`src/rtl/ifetch_ctrl.sv`:
```
// ---------------------------------------------------------------------------
// ifetch_ctrl
//
// Instruction-fetch controller between the program counter and instruction
// memory. It fetches one 16-bit word from the address the PC currently
// presents. The word is latched into the instruction register, and
// jump/branch/halt opcodes are decoded into the enable, control and offset
// inputs of the PC. The PC is updated at most once per fetched instruction.
//
// Optional feature macro: IFETCH_TIMEOUT_EN
//   defined   : a fetch that sees no mem_ready for 15 REQ cycles is aborted,
//               replaced by a NOP, and flagged on fetch_err (sticky).
//   undefined : REQ waits forever and fetch_err is tied low.
//
// Ports
//   clk         in   1  system clock, rising edge
//   rst         in   1  asynchronous reset, active low
//   pc_in       in  16  current PC value
//   mem_rdata   in  16  instruction word from memory
//   mem_ready   in   1  mem_rdata valid for the outstanding request
//   stall       in   1  holds off new fetches while high (ignored in REQ)
//   flag_z      in   1  ALU zero flag for BZ
//   mem_req     out  1  fetch request, high only in REQ
//   mem_addr    out 16  fetch address (= pc_in)
//   ir_out      out 16  instruction register
//   ir_valid    out  1  one-cycle pulse when ir_out is new
//   pc_en       out  1  PC enable
//   pc_ctrl     out  2  PC control (00 hold, 01 +1, 10 absolute, 11 relative)
//   offset_addr out  8  PC offset / page-0 target
//   halted      out  1  sticky, set once a HLT has been fetched
//   fetch_err   out  1  sticky fetch-timeout flag
// ---------------------------------------------------------------------------
module ifetch_ctrl (
    input  logic        clk,
    input  logic        rst,
    input  logic [15:0] pc_in,
    input  logic [15:0] mem_rdata,
    input  logic        mem_ready,
    input  logic        stall,
    input  logic        flag_z,
    output logic        mem_req,
    output logic [15:0] mem_addr,
    output logic [15:0] ir_out,
    output logic        ir_valid,
    output logic        pc_en,
    output logic [1:0]  pc_ctrl,
    output logic [7:0]  offset_addr,
    output logic        halted,
    output logic        fetch_err
);

    localparam logic [1:0] IDLE = 2'd0;
    localparam logic [1:0] REQ  = 2'd1;
    localparam logic [1:0] UPD  = 2'd2;
    localparam logic [1:0] HALT = 2'd3;

    localparam logic [3:0] OP_JMP = 4'hC;
    localparam logic [3:0] OP_BZ  = 4'hD;
    localparam logic [3:0] OP_HLT = 4'hF;

    logic [1:0]  r_state;
    logic [15:0] r_ir;
    logic        r_ir_valid;
    logic        r_pc_en;
    logic [1:0]  r_pc_ctrl;
    logic [7:0]  r_offset;
    logic        r_halted;

    logic [1:0]  w_dec_ctrl;
    logic [7:0]  w_dec_off;
    logic        w_dec_halt;
    logic        w_abort;

    // Decode straight off the memory bus so the PC controls are registered
    // in the same edge that captures the instruction.
    always_comb begin
        w_dec_ctrl = 2'b01;
        w_dec_off  = 8'h00;
        w_dec_halt = 1'b0;
        case (mem_rdata[15:12])
            OP_JMP: begin
                w_dec_ctrl = 2'b10;
                w_dec_off  = mem_rdata[7:0];
            end
            OP_BZ: begin
                if (flag_z) begin
                    w_dec_ctrl = 2'b11;
                    w_dec_off  = mem_rdata[7:0];
                end
            end
            OP_HLT: begin
                w_dec_ctrl = 2'b00;
                w_dec_halt = 1'b1;
            end
            default: begin
                w_dec_ctrl = 2'b01;
            end
        endcase
    end

`ifdef IFETCH_TIMEOUT_EN
    logic [3:0] r_to_cnt;
    logic       r_fetch_err;

    // The counter is zero on entry to REQ, so reaching 14 without mem_ready
    // means this is the 15th waiting REQ cycle.
    assign w_abort = (r_state == REQ) && !mem_ready && (r_to_cnt == 4'd14);

    // Counts waiting REQ cycles; cleared whenever the FSM is elsewhere.
    always_ff @(posedge clk or negedge rst) begin
        if (!rst) begin
            r_to_cnt    <= 4'd0;
            r_fetch_err <= 1'b0;
        end else begin
            if ((r_state == REQ) && !mem_ready && !w_abort) begin
                r_to_cnt <= r_to_cnt + 4'd1;
            end else begin
                r_to_cnt <= 4'd0;
            end
            if (w_abort) begin
                r_fetch_err <= 1'b1;
            end
        end
    end

    assign fetch_err = r_fetch_err;
`else
    assign w_abort   = 1'b0;
    assign fetch_err = 1'b0;
`endif

    // Main fetch FSM. The PC controls are loaded at the capture edge, so
    // pc_en is only ever high while in UPD. HLT loads pc_ctrl=00 and leaves
    // pc_en low, so the PC never moves again.
    always_ff @(posedge clk or negedge rst) begin
        if (!rst) begin
            r_state    <= IDLE;
            r_ir       <= 16'h0000;
            r_ir_valid <= 1'b0;
            r_pc_en    <= 1'b0;
            r_pc_ctrl  <= 2'b00;
            r_offset   <= 8'h00;
            r_halted   <= 1'b0;
        end else begin
            case (r_state)
                IDLE: begin
                    if (!stall) begin
                        r_state <= REQ;
                    end
                end
                REQ: begin
                    if (mem_ready) begin
                        r_ir       <= mem_rdata;
                        r_ir_valid <= 1'b1;
                        r_pc_ctrl  <= w_dec_ctrl;
                        r_offset   <= w_dec_off;
                        if (w_dec_halt) begin
                            r_pc_en  <= 1'b0;
                            r_halted <= 1'b1;
                            r_state  <= HALT;
                        end else begin
                            r_pc_en <= 1'b1;
                            r_state <= UPD;
                        end
                    end else if (w_abort) begin
                        r_ir       <= 16'h0000;
                        r_ir_valid <= 1'b1;
                        r_pc_en    <= 1'b1;
                        r_pc_ctrl  <= 2'b01;
                        r_offset   <= 8'h00;
                        r_state    <= UPD;
                    end
                end
                UPD: begin
                    r_ir_valid <= 1'b0;
                    r_pc_en    <= 1'b0;
                    r_state    <= stall ? IDLE : REQ;
                end
                HALT: begin
                    r_ir_valid <= 1'b0;
                    r_pc_en    <= 1'b0;
                    r_halted   <= 1'b1;
                end
                default: begin
                    r_state <= IDLE;
                end
            endcase
        end
    end

    assign mem_req     = (r_state == REQ);
    assign mem_addr    = pc_in;
    assign ir_out      = r_ir;
    assign ir_valid    = r_ir_valid;
    assign pc_en       = r_pc_en;
    assign pc_ctrl     = r_pc_ctrl;
    assign offset_addr = r_offset;
    assign halted      = r_halted;

endmodule

```
`config.mk`:
```
export PLATFORM = sky130hd
export DESIGN_NAME = ifetch_ctrl
export DESIGN_NICKNAME = d
export VERILOG_FILES = /design/src/rtl/ifetch_ctrl.sv
export SDC_FILE = /design/constraint.sdc
export NUM_CORES = 1
export LEC_CHECK = 0
export CORE_MARGIN = 10
export CORE_UTILIZATION = 40
export CTS_BUF_LIST = sky130_fd_sc_hd__clkbuf_8 sky130_fd_sc_hd__clkbuf_16
export CTS_CLUSTER_DIAMETER = 50
export DETAILED_ROUTE_END_ITERATION = 8
export GPL_TIMING_DRIVEN = 0
export PLACE_DENSITY = 0.95
export SYNTH_ARGS = -nofsm -noshare
export SYNTH_HDL_FRONTEND = slang
export SYNTH_SLANG_ARGS = --single-unit
export TNS_END_PERCENT = 10
```
`constraint.sdc`:
```
create_clock -name clk -period 3.4 [get_ports clk]
set_input_delay 0.34 -clock clk [delete_from_list [all_inputs] [get_ports clk]]
set_output_delay 0.34 -clock clk [all_outputs]
set_load 0.005 [all_outputs]
```
* Word level (Yosys, flattened, before mapping)
Cells that the tools add are included.
Word-level totals: bits of input ports 37, bits in registers 31, logic and storage cells 43, output and inout port bits 47
Cells by class: eq/ne operators 9, reduce and logical (&&, ||, !) cells 9, muxes and demuxes 18
Operator list (number):
- $pmux 8 s2 | 1
- $eq 4x4->1 const B | 3
- $pmux 2 s3 | 2
- $mux 1 | 8
- $mux 8 | 1
- $mux 2 | 3
- $pmux 1 s2 | 3
- $reduce_and 3->1 | 2
- $eq 2x2->1 const B | 2
- $ne 2x2->1 const B | 2
- $reduce_and 2->1 | 2
- $reduce_bool 2->1 | 2
- $reduce_bool 3->1 | 1
- $eq 2x1->1 const B | 1
- $logic_not 2->1 | 1
- $ne 2x1->1 const B | 1
- $reduce_or 2->1 | 1

* Logic depth before layout (Yosys ltp)
Gate-level depths: netlist (run 1).
word-level depth 5, depth in mapped cells 7, mapped depth without buffers 5

* Worst setup path before layout (run 1)
OpenSTA, ideal clock, no wires.
path type reg-to-reg, from register r_state[1], to register r_offset[0] (netlist: offset_addr[0]), cell stages (with the launch flop) 8, data arrival time 1258 ps, buffers on the path 2, slack 2068 ps, required time 3326 ps, setup time 74 ps, clock period less this slack 1332 ps, cells stage by stage dfrtp_1 -> inv_1 -> ha_1 -> and2_1 -> buf_6 -> buf_8 -> nand2_4 -> o21ai_2
Between the ends: word-level cells in the longest chain between the ends 2
RTL lines:
- from (decl) | RTL line 61 | logic [1:0] r_state;
- from (signal assigned) | RTL line 177 | r_state <= stall ? IDLE : REQ;
- $eq 2x1->1
- via mem_req | RTL line 41 | output logic mem_req,
- $reduce_and 2->1 (no source line)
- to (signal assigned) | RTL line 156 | r_offset <= w_dec_off;
- to (decl) | RTL line 66 | logic [7:0] r_offset;
The timed path passes the listed nets, and every way through them passes these cells. A chain may end at the register's enable or synchronous reset.

* Worst setup path after layout (run 1)
from register r_state[1], to output port mem_req
Between the ends: word-level cells in the longest chain between the ends 1
RTL lines:
- $eq 2x1->1 | RTL line 191 | assign mem_req = (r_state == REQ);
- to (decl) | RTL line 41
Every way passes these cells.

==> flow_summary.yaml, run 1 <==
drt:
  drc: 0
  wl_mm: 4.090
  firstDrtPassIters: 4
  ant_nets: 0
  routedWlPerCell_um: 14.93
  viasPerCell: 4.704
  drt_iter0_markers: 100
  via_count: 1289
final_layout:
  syn2layout_area_growth_pct: 53.95
  multi_input_area_um2: 501.7
  n_fill_cell: 278
  fin_nets: 270
  n_antenna_cell: 0
  mostFrequentLayoutCell: "clkdlybuf4s50_1"
  area.sequential_um2: 775.7
  drive_gt1_share_pct: 13.16
  final_cell_mix: "65 x clkdlybuf4s50_1, 61 x nand2_1, 31 x dfrtp_1"
status:
  status: "finished, final reports clean"
clock_tree:
  postCtsSetupBuffers: 0
  clkLatencyLatePin_ns: 0.27
  tritoncts.num_buffers: 5
  cts_tree: "built"
  cts_resized: 0
  hold_buffers: 0
  clock_sinks: 31
  cts.path.max_buffers: 2
  clk_pin_slew_ns: 0.06
  cts_root_buffer: "clkbuf_8"
  cts_max_level: 2
pwr:
  p_leak_nw: 1.082
  power_density_nw_per_um2: 308.0
  max-vdd-ir-drop_uv: 275.3
timing:
  fin_ws_ns: 1.416
  finalSetupTns_ns: 0
  relSlewSlack_pct: 55.53
  maxSlewViolCount: 0
  hold_violations: 0
  period_minus_slack_ns: 1.984
  period_share_pct: 58.36
  setup_viol: 0
  fin_skew_ns: 0.006024
  fmax_ghz: 0.5039
  rsz0062_at_grt: "no"
  tightest_slew_ns: 0.6670
yosys:
  yosysWarnings: 0
  synth.area.top_cells: "dfrtp_1 53%, nand2_1 16%, buf_4 8.8%"
  synth_edf_count: 0
  synth_top_cell_area_share_pct: 53.26
  synth-seq-cells: 31
  ys_types: 27
  synth_nets: 197
  synthCells: 156
  ys_seq_area_share_pct: 53.26
  avgSynthCellArea_um2: 9.336
  netlist_area_um2: 1456
  ys.flop_type: "dfrtp_1"
  synth_top_cell_by_area: "dfrtp_1"
  ys_async_sr_fraction_pct: 100.0
die:
  core_um2: 3416
  row_count: 21
  initial_utilization_pct: 42.64
  die_area_um2: 6455
  io_pins: 84
  dieHeight_um: 80.34
  die_w_um: 80.34
placement:
  place.gp.congestion: 0.8045
  portBuffers: 66
  post-place-ws_ns: 1.442
  hpwl_mm: 3.258
global_route:
  antenna_found_initial: 0
  grt_overflow: 0
  grt_pass1_wl_mm: 6.444
  grt_pass1_vias: 1379
  track_usage_pct: 12.95
  grt_max_degree: 32
critical_path:
  crit_required_ns: 3.06
  crit_path_max_incr_delay_ns: 0.56
  crit_chain: "inv_1 > ha_1 > clkdlybuf4s50_1"
  path_class: "reg -> out"
  cp_data_arrival_time_ns: 1.64
  crit_path_start_kind: "flop"
  crit_buf_inv: 2
  critPathSlowestCell: "clkdlybuf4s50_1"
  worst_setup_path_end_kind: "output port"
  crit_fanout: 8
  critPathTopFamily: "buffers and inverters"
min_path:
  holdCritPathClass: "in -> async"
run:
  cap_violations: 0
## final cells by class
class                   instances  area share [%]
flip-flops and latches         31           34.60
repair buffers                 66           29.24
multi-input cells             100           22.38
well taps                      46           2.567
inverters                       4          0.6696
clock inverters                 1          0.1674
clock buffers                   5           3.069
plain buffers                  21           7.310
## layer usage
layer  global-route usage [%]  wire [um]  vias to the layer above
met5                        0          0                        -
met4                    4.930         38                        0
met3                    8.575        503                        4
met2                    21.18       2003                       62
met1                    12.75       1545                      598
li1                         -          -                      625
## power breakdown
part | switching [mW] | total (mW) | leakage [nW] | internal (mW)
logic | 0.0233 | 0.0724 | 0.623 | 0.0491
clock network | 0.116 | 0.249 | 0.0413 | 0.133
registers | 0 | 0.369 | 0.418 | 0.369
## state kept, by name, indices dropped and copies added, names as in the netlist
signal,cells
offset_addr,8
ir_out,16
r_state,2
pc_ctrl,2
halted,1
ir_valid,1
pc_en,1
## worst reg2reg max path, cell delays in order, from the launching register on
cell and delay (ns):
dfrtp_1 0.40, inv_1 0.10, ha_1 0.31, nand2_2 0.21, buf_2 0.24, nand2_1 0.08
o21ai_0 0.08
## worst paths after layout
kind / startpoint / end / slack [ns] / cells past startpoint
min: rst / pc_en$_DFFE_PN0P_ / 0.1 / 1
max reg2reg: r_state[1]$_DFFE_PN0P_ / offset_addr[7]$_DFFE_PN0P_ / 1.85 / 6
max in group asynchronous: rst / ir_out[4]$_DFFE_PN0P_ / 2.86 / 1
min in group clk: pc_ctrl[0]$_DFFE_PN0P_ / pc_ctrl[0]$_DFFE_PN0P_ / 0.47 / 2
max: r_state[1]$_DFFE_PN0P_ / mem_req / 1.42 / 3
min reg2reg: pc_ctrl[0]$_DFFE_PN0P_ / pc_ctrl[0]$_DFFE_PN0P_ / 0.47 / 2
## Yosys cell counts (all sizes together) (2+ instances only)
master	number
nand2	63
dfrtp	31
buf	21
o21ai	14
ha	4
inv	4
nor2b	3
a21oi	2
o31ai	2
## stage by stage
step	instance area, um2	hold slack, ns	utilization, %	cells	power [mW]
2_1_floorplan	1456	0.04441	-	156	0.3951
3_3_place_gp	2175	0.4540	63.66	268	0.4486
3_5_place_dp	2175	0.4606	63.66	268	0.4496
4_1_cts	2247	0.4748	65.79	274	0.7015
5_1_grt	2242	0.1424	65.64	274	0.7314
6_report	2242	0.09949	65.64	274	0.6905
## cell families after synthesis
| family | after synthesis | synth area share, % |
|---|---|---|
| xor gates and xnor gates | 1 | 0.6015 |
| AOI/OAI and AO/OA | 22 | 9.107 |
| muxes | 1 | 0.6873 |
| and+or+nand+nor | 71 | 20.36 |
| other | 1 | 0.2575 |
| adders and majority gates | 4 | 3.437 |
| DFF | 31 | 53.26 |
| buffers and inverters | 25 | 12.28 |
Note: power is estimated with default switching activity, not from simulation.
==> run 2: changes to the inputs <==
--- a/config.mk
+++ b/config.mk
@@ -6,12 +6,12 @@
 export NUM_CORES = 1
 export LEC_CHECK = 0
 export CORE_MARGIN = 10
-export CORE_UTILIZATION = 40
+export CORE_UTILIZATION = 34
 export CTS_BUF_LIST = sky130_fd_sc_hd__clkbuf_8 sky130_fd_sc_hd__clkbuf_16
 export CTS_CLUSTER_DIAMETER = 50
 export DETAILED_ROUTE_END_ITERATION = 8
 export GPL_TIMING_DRIVEN = 0
-export PLACE_DENSITY = 0.95
+export PLACE_DENSITY = 0.87
 export SYNTH_ARGS = -nofsm -noshare
 export SYNTH_HDL_FRONTEND = slang
 export SYNTH_SLANG_ARGS = --single-unit
==> constraint.sdc (replaced) <==
create_clock -name clk -period 1.8 [get_ports clk]
set_input_delay 0.18 -clock clk [delete_from_list [all_inputs] [get_ports clk]]
set_output_delay 0.18 -clock clk [all_outputs]
set_load 0.005 [all_outputs]
==> run 2 against run 1 <==
Against the previous run: the flow now finishes with violations (hold timing); flip-flop and latch count did not move; wire length rose by 1.5%; sequential share of layout area fell by 0.94 points; die area rose by 13%; clock skew fell by 0.0028 ns; final area rose by 2.8%; critical endpoint unchanged; largest power group unchanged.
==> flow_summary.yaml, run 2 (synthesis gave the netlist of run 1 again) <==
status:
  status: "finished with violations"
  violations: "hold timing"
timing:
  rsz0062_at_grt: "no"
  relSlewSlack_pct: 54.67
  hold_violations: 31
  fin_skew_ns: 0.003193
  fmax_ghz: 0.5995
  finalSetupTns_ns: 0
  tightest_slew_ns: 0.6799
  holdWs_ns: -0.05751
  setup_viol: 0
  period_minus_slack_ns: 1.668
  period_share_pct: 92.67
  maxSlewViolCount: 0
critical_path:
  crit_required_ns: 1.62
  crit_path_start_kind: "flop"
  path_class: "reg -> out"
  ff2ff_path_depth: 5
  startpoint: "r_state[1]$_DFFE_PN0P_"
  timing.rr.start: "r_state[0]$_DFFE_PN0P_"
  worst_setup_path_end_kind: "output port"
  crit_fanout: 8
  cp_data_arrival_time_ns: 1.49
die:
  die_w_um: 85.45
  initial_utilization_pct: 35.64
  die_area_um2: 7302
  dieHeight_um: 85.45
  row_count: 23
  core_um2: 4086
  io_pins: 84
pwr:
  p_leak_nw: 1.103
  power_density_nw_per_um2: 662.3
  clkPwrFrac_pct: 45.4
  p_sw_share_pct: 18.97
  p_total_mw: 1.527
  intPower_mw: 1.237
  max-vdd-ir-drop_uv: 431.8
  p_seq_share_pct: 45.6
  comb_power_share_pct: 9.0
  p_sw_uw: 289.7
final_layout:
  n_antenna_cell: 0
  final_cell_mix: "65 x clkdlybuf4s50_1, 61 x nand2_1, 31 x dfrtp_1"
  utilization_pct: 56.40
  area.sequential_um2: 775.7
  n_fill_cell: 374
  finalNonFillerCells: 280
  drive_gt1_share_pct: 14.78
  syn2layout_area_growth_pct: 58.25
  mostFrequentLayoutCell: "clkdlybuf4s50_1"
  fin_nets: 270
  largest_register_ffs: 16
  multi_input_area_um2: 514.2
drt:
  firstDrtPassIters: 4
  viasPerCell: 4.482
  wl_mm: 4.151
  drc: 0
  ant_nets: 0
  via_count: 1255
  routedWlPerCell_um: 14.83
  drt_iter0_markers: 72
global_route:
  grt_pass1_vias: 1365
  track_usage_pct: 11.42
  grt_max_degree: 32
  antenna_found_initial: 0
  grt_overflow: 0
  grt_pass1_wl_mm: 6.796
clock_tree:
  clk_pin_slew_ns: 0.06
  tritoncts.num_buffers: 5
  cts.path.max_buffers: 2
  cts_max_level: 2
  clock_sinks: 31
  postCtsSetupBuffers: 0
  clkLatencyLatePin_ns: 0.27
  cts_root_buffer: "clkbuf_8"
  cts_tree: "built"
placement:
  place.gp.congestion: 0.7917
  hpwl_mm: 3.322
  dp_cells: 272
  portBuffers: 66
run:
  cap_violations: 0
min_path:
  holdCritPathClass: "in -> async"
## run 2: final cells by class
cell class	count	share of cell area [%]
buffer	21	7.112
inverter	4	0.6515
clock buffer	6	3.583
timing repair buffer	66	28.45
multi-input combinational	100	22.31
clock inverter	2	1.520
tap	50	2.714
sequential	31	33.66
## run 2: what timing repair did
action                     in CTS  in global routing
resized for setup               1                  1
setup endpoints to repair       1                  1
hold buffers                    0                  0
## run 2: power groups by stage
stage	Combinational, mW	Sequential, mW	Clock (mW)
floorplan	0.0366	0.710	0
global placement	0.138	0.710	0
detailed placement	0.141	0.710	0
CTS	0.142	0.697	0.715
global route	0.149	0.696	0.756
finish	0.137	0.697	0.693
## run 2: worst max-delay path, stage by stage, from the launching register on
cell             delay (ns)
dfrtp_1                0.40
inv_1                  0.13
ha_4                   0.18
clkdlybuf4s50_1        0.51
## run 2: layer usage
layer | track usage [%] | vias to the layer above | wire length, um
met1 | 12.53 | 568 | 1754
met5 | 0 | - | 0
met4 | 3.144 | 0 | 34
li1 | - | 626 | -
met2 | 19.01 | 56 | 1950
met3 | 5.736 | 5 | 413
## run 2: path summary, 6_finish.rpt
| kind | endpoint | slack (ns) |
|---|---|---|
| setup / recovery | mem_req | 0.13 |
| min in group clk | ir_out[8]$_DFFE_PN0P_ | 0.43 |
| hold / removal | pc_ctrl[0]$_DFFE_PN0P_ | -0.06 |
| max in group asynchronous | ir_out[2]$_DFFE_PN0P_ | 1.42 |
| hold reg to reg | ir_out[14]$_DFFE_PN0P_ | 0.47 |
| setup reg to reg | r_state[1]$_DFFE_PN0P_ | 0.37 |
## run 2: per-stage QoR
stage          hold slack (ns)  setup slack, ns  cell area (um2)
6_report              -0.05751           0.1319             2305
2_1_floorplan          -0.1156           0.4683             1456
3_5_place_dp            0.4609         -0.07061             2180
4_1_cts                 0.4217          0.05435             2300
5_1_grt               0.004176          0.03933             2305
3_3_place_gp            0.4533         0.001567             2180
==> run 3: changes to the inputs <==
--- a/config.mk
+++ b/config.mk
@@ -6,12 +6,13 @@
 export NUM_CORES = 1
 export LEC_CHECK = 0
 export CORE_MARGIN = 10
-export CORE_UTILIZATION = 34
+export CORE_UTILIZATION = 40
 export CTS_BUF_LIST = sky130_fd_sc_hd__clkbuf_8 sky130_fd_sc_hd__clkbuf_16
 export CTS_CLUSTER_DIAMETER = 50
 export DETAILED_ROUTE_END_ITERATION = 8
 export GPL_TIMING_DRIVEN = 0
-export PLACE_DENSITY = 0.87
+export PLACE_DENSITY = 0.95
+export REMOVE_ABC_BUFFERS = 1
 export SYNTH_ARGS = -nofsm -noshare
 export SYNTH_HDL_FRONTEND = slang
 export SYNTH_SLANG_ARGS = --single-unit
==> constraint.sdc (replaced) <==
create_clock -name clk -period 1.95 [get_ports clk]
set_input_delay 0.195 -clock clk [delete_from_list [all_inputs] [get_ports clk]]
set_output_delay 0.195 -clock clk [all_outputs]
set_load 0.005 [all_outputs]
==> run 3 against run 2 <==
Against the previous run: the flow now finishes without violations; clock skew grew 0.0014 ns; core utilization grew 0.82 points; die area shrank 12%; critical path depth is the same; setup slack is essentially flat; final area shrank 15%; power shrank 21%; hold slack gained 0.45 ns; sequential power shrank 7.7%; critical path type unchanged; largest cell class is now registers; highest routed layer unchanged.
==> flow_summary.yaml, run 3 (synthesis gave the netlist of run 1 again) <==
clock_tree:
  cts_root_buffer: "clkbuf_8"
  hold_buffers: 0
  cts_max_level: 2
  clkLatencyLatePin_ns: 0.27
  clk_pin_slew_ns: 0.06
  cts_tree: "built"
  tritoncts.num_buffers: 5
  cts.path.max_buffers: 2
  clock_sinks: 31
die:
  die_w_um: 80.34
  dieHeight_um: 80.34
  core_um2: 3416
  io_pins: 84
  row_count: 21
  initial_utilization_pct: 42.64
  die_area_um2: 6455
drt:
  firstDrtPassIters: 4
  viasPerCell: 4.611
  ant_nets: 0
  via_count: 1102
  drt_iter0_markers: 48
  routedWlPerCell_um: 15.26
  drc: 0
  wl_mm: 3.648
placement:
  portBuffers: 50
  post-place-ws_ns: 0.06346
  hpwl_mm: 2.829
  place.gp.congestion: 0.8021
timing:
  fmax_ghz: 0.5502
  finalSetupTns_ns: 0
  setup_viol: 0
  maxSlewViolCount: 0
  period_minus_slack_ns: 1.818
  fin_skew_ns: 0.004632
  relSlewSlack_pct: 42.79
  fin_ws_ns: 0.1324
  tightest_slew_ns: 0.8555
  period_share_pct: 93.21
  rsz0062_at_grt: "no"
  hold_violations: 0
critical_path:
  path_class: "reg -> out"
  crit_required_ns: 1.75
  crit_path_start_kind: "flop"
  cp_data_arrival_time_ns: 1.62
  crit_fanout: 8
  worst_setup_path_end_kind: "output port"
pwr:
  max-vdd-ir-drop_uv: 389.8
  power_density_nw_per_um2: 616.7
  p_leak_nw: 0.9334
final_layout:
  multi_input_area_um2: 503.0
  largest_register_ffs: 16
  mostFrequentLayoutCell: "nand2_1"
  final_cell_mix: "61 x nand2_1, 50 x clkdlybuf4s50_1, 31 x dfrtp_1"
  utilization_pct: 57.22
  n_antenna_cell: 0
  area.sequential_um2: 775.7
  drive_gt1_share_pct: 6.218
  syn2layout_area_growth_pct: 34.19
  fin_nets: 234
  n_fill_cell: 300
min_path:
  holdCritPathClass: "in -> out"
global_route:
  grt_overflow: 0
  grt_pass1_wl_mm: 5.968
  antenna_found_initial: 0
  grt_pass1_vias: 1188
  track_usage_pct: 11.91
  grt_max_degree: 29
run:
  cap_violations: 0
status:
  status: "finished, final reports clean"
run 3: power breakdown:
group	internal [mW]	total, mW	switching, mW
clock network	0.276	0.493	0.217
registers	0.643	0.643	0
logic	0.0405	0.0689	0.0284
run 3: critical path, cell delays in order, from the launching register on:
cell and delay [ns]:
dfrtp_1 0.40, inv_1 0.10, ha_1 0.29, clkdlybuf4s50_1 0.55
run 3: layer usage:
metal / track usage [%] / wire length (um)
met1: 12.47 / 1427
met2: 18.87 / 1776
met3: 8.352 / 435
met4: 3.169 / 9
met5: 0 / 0
run 3: area by class of cell:
cell class	instances	share of cell area, %
clock inverter	1	0.2561
multi-input combinational	100	25.74
tap	46	2.945
clock buffer	6	4.225
timing repair buffer	51	26.38
sequential	31	39.69
inverter	4	0.7682
run 3: stage by stage:
step | instances | power, mW | area (um2) | hold slack [ns]
6_report | 239 | 1.205 | 1954 | 0.3901
5_1_grt | 239 | 1.275 | 1954 | 0.3901
4_1_cts | 239 | 1.226 | 1953 | 0.3901
3_5_place_dp | 232 | 0.7251 | 1866 | 0.3901
3_3_place_gp | 231 | 0.7207 | 1851 | 0.3901
2_1_floorplan | 135 | 0.6609 | 1292 | -0.1006
run 3: path summary, 6_finish.rpt:
path	cells after the start	from	end	slack, ns
worst max-delay path	3	r_state[1]$_DFFE_PN0P_	mem_req	0.13
worst min-delay path	0	pc_in[0]	mem_addr[0]	0.39
worst max register to register	5	r_state[1]$_DFFE_PN0P_	offset_addr[6]$_DFFE_PN0P_	0.31
worst min register to register	2	ir_out[9]$_DFFE_PN0P_	ir_out[9]$_DFFE_PN0P_	0.47
max in group asynchronous	2	rst	ir_out[7]$_DFFE_PN0P_	0.95
min in group asynchronous	1	rst	pc_en$_DFFE_PN0P_	0.41
run 3: repair_timing:
| action | CTS | global route |
|---|---|---|
| endpoints found under the setup margin | 0 | 9 |
| endpoints found under the hold margin | 0 | 0 |
| setup buffers | 0 | 0 |
| gates resized for setup | 0 | 1 |
==> variant: new RTL, flow settings as in run 2 <==
Add a define of `IFETCH_TIMEOUT_EN`.
--- a/src/rtl/ifetch_ctrl.sv
+++ b/src/rtl/ifetch_ctrl.sv
@@ -32,2 +32,4 @@
 // ---------------------------------------------------------------------------
+`define IFETCH_TIMEOUT_EN
+
 module ifetch_ctrl (
Behaviour: no difference found for any inputs over 10 cycles, from zero or initial values and one cycle with rst low; that may be too few to reach the edited logic, so the function may still have changed.
==> variant against run 2 <==
  * Wire length up 8.8%
  * Highest routed layer unchanged
  * Area after synthesis up 13%
  * Worst setup slack worse by 0.027 ns
  * Sequential cell count up 5
  * The run still ends with negative hold slack left
  * Design area up 6.9%
  * Via count up 3.3%
Power is not compared: it rests on default switching activity, and its combinational part moved more than twofold at a synthesized area within 25%.
==> variant: results (changes against run 2) <==
Synth Area in Compound Gates 19.5% (+10 points); routed wl met2 2.18 mm (+12%); Rel. slew slack 46.5% (-8.2 points); routed wire length on met3 459 um (+11%); FF-to-FF Start r_to_cnt[0]$_DFF_PN0_; global-route wire length before repair 6.91 mm (+1.6%); XOR/XNOR Fraction of Synth Area 1.60% (+1.0 points); Area contributors post-synth dfrtp_1 (55%), a22o_1 (9.1%), buf_4 (8.7%); failing checks negative hold slack; vias in the first global route 1382 (+1.2%); WHS -0.0218 ns (+0.0357 ns); Avg Vias per Cell 5.03 (+12%); clk_skew 0.00355 ns (+0.000362 ns); status complete, but fails checks; library cells used by synthesis 32 (+19%); DP HPWL 3.48 mm (+4.8%); Hold Vio Cnt, Final 25 (-19%); final WL 4.52 mm (+8.8%); GRT Resource Usage Total 11.1% (-0.29 points); met3 Use GR 5.10% (-0.63 points); Finished Layout Cells 258 (-7.9%); PortBufs 67 (+1.5%); storage element area 901 um^2 (+16%); layout cell share with drive strength beyond 1 18.1% (+3.4 points); dpl cells 251 (-7.7%); Mapped Cells 130 (-17%); Die Width 89.5 um (+4.7%); top cells by count, synth dfrtp_1 (36), buf_4 (19), a22o_1 (17); Multi-input gate area 574 um^2 (+12%); mux contribution to synthesized area 2.21% (+1.5 points); Clock buffers and inverters, area share 3.15% (-2.0 points); Non-clk invs 8 (+4); filler instances 426 (+14%); M1 WL 1.85 mm (+5.7%); Worst Path Arrival 1.52 ns (+0.03 ns); Post-Synth Adder-Cell Area 4.58% (+1.1 points); Syn Nets 173 (-12%); DR iter-0 viols 68 (-5.6%)
-- variant: cells by family (layout without fill, tap and decap cells) --
logic type | after synthesis | after routing
flops | 36 | 36
xor+xnor | 3 | 3
compound gates | 36 | 36
buf+inv | 28 | 102
mux | 3 | 3
simple gates | 18 | 18
fa+ha+maj | 6 | 6
-- variant: worst max-delay path: cells and delay by family, from the launching register on --
family	cells	cell delay, ns
fa+ha+maj	1	0.18
buf+inv	2	0.66
flops	1	0.40
-- variant: final timing paths --
kind                                              end  slack (ns)  cells after the start
min in group clk                fetch_err$_DFFE_PN0P_        0.47                      1
hold / removal                  fetch_err$_DFFE_PN0P_       -0.02                      1
setup reg to reg           offset_addr[4]$_DFFE_PN0P_        0.18                      6
hold reg to reg                 fetch_err$_DFFE_PN0P_        0.47                      1
max in group asynchronous      pc_ctrl[1]$_DFFE_PN0P_        1.30                      1
setup / recovery                              mem_req        0.10                      3
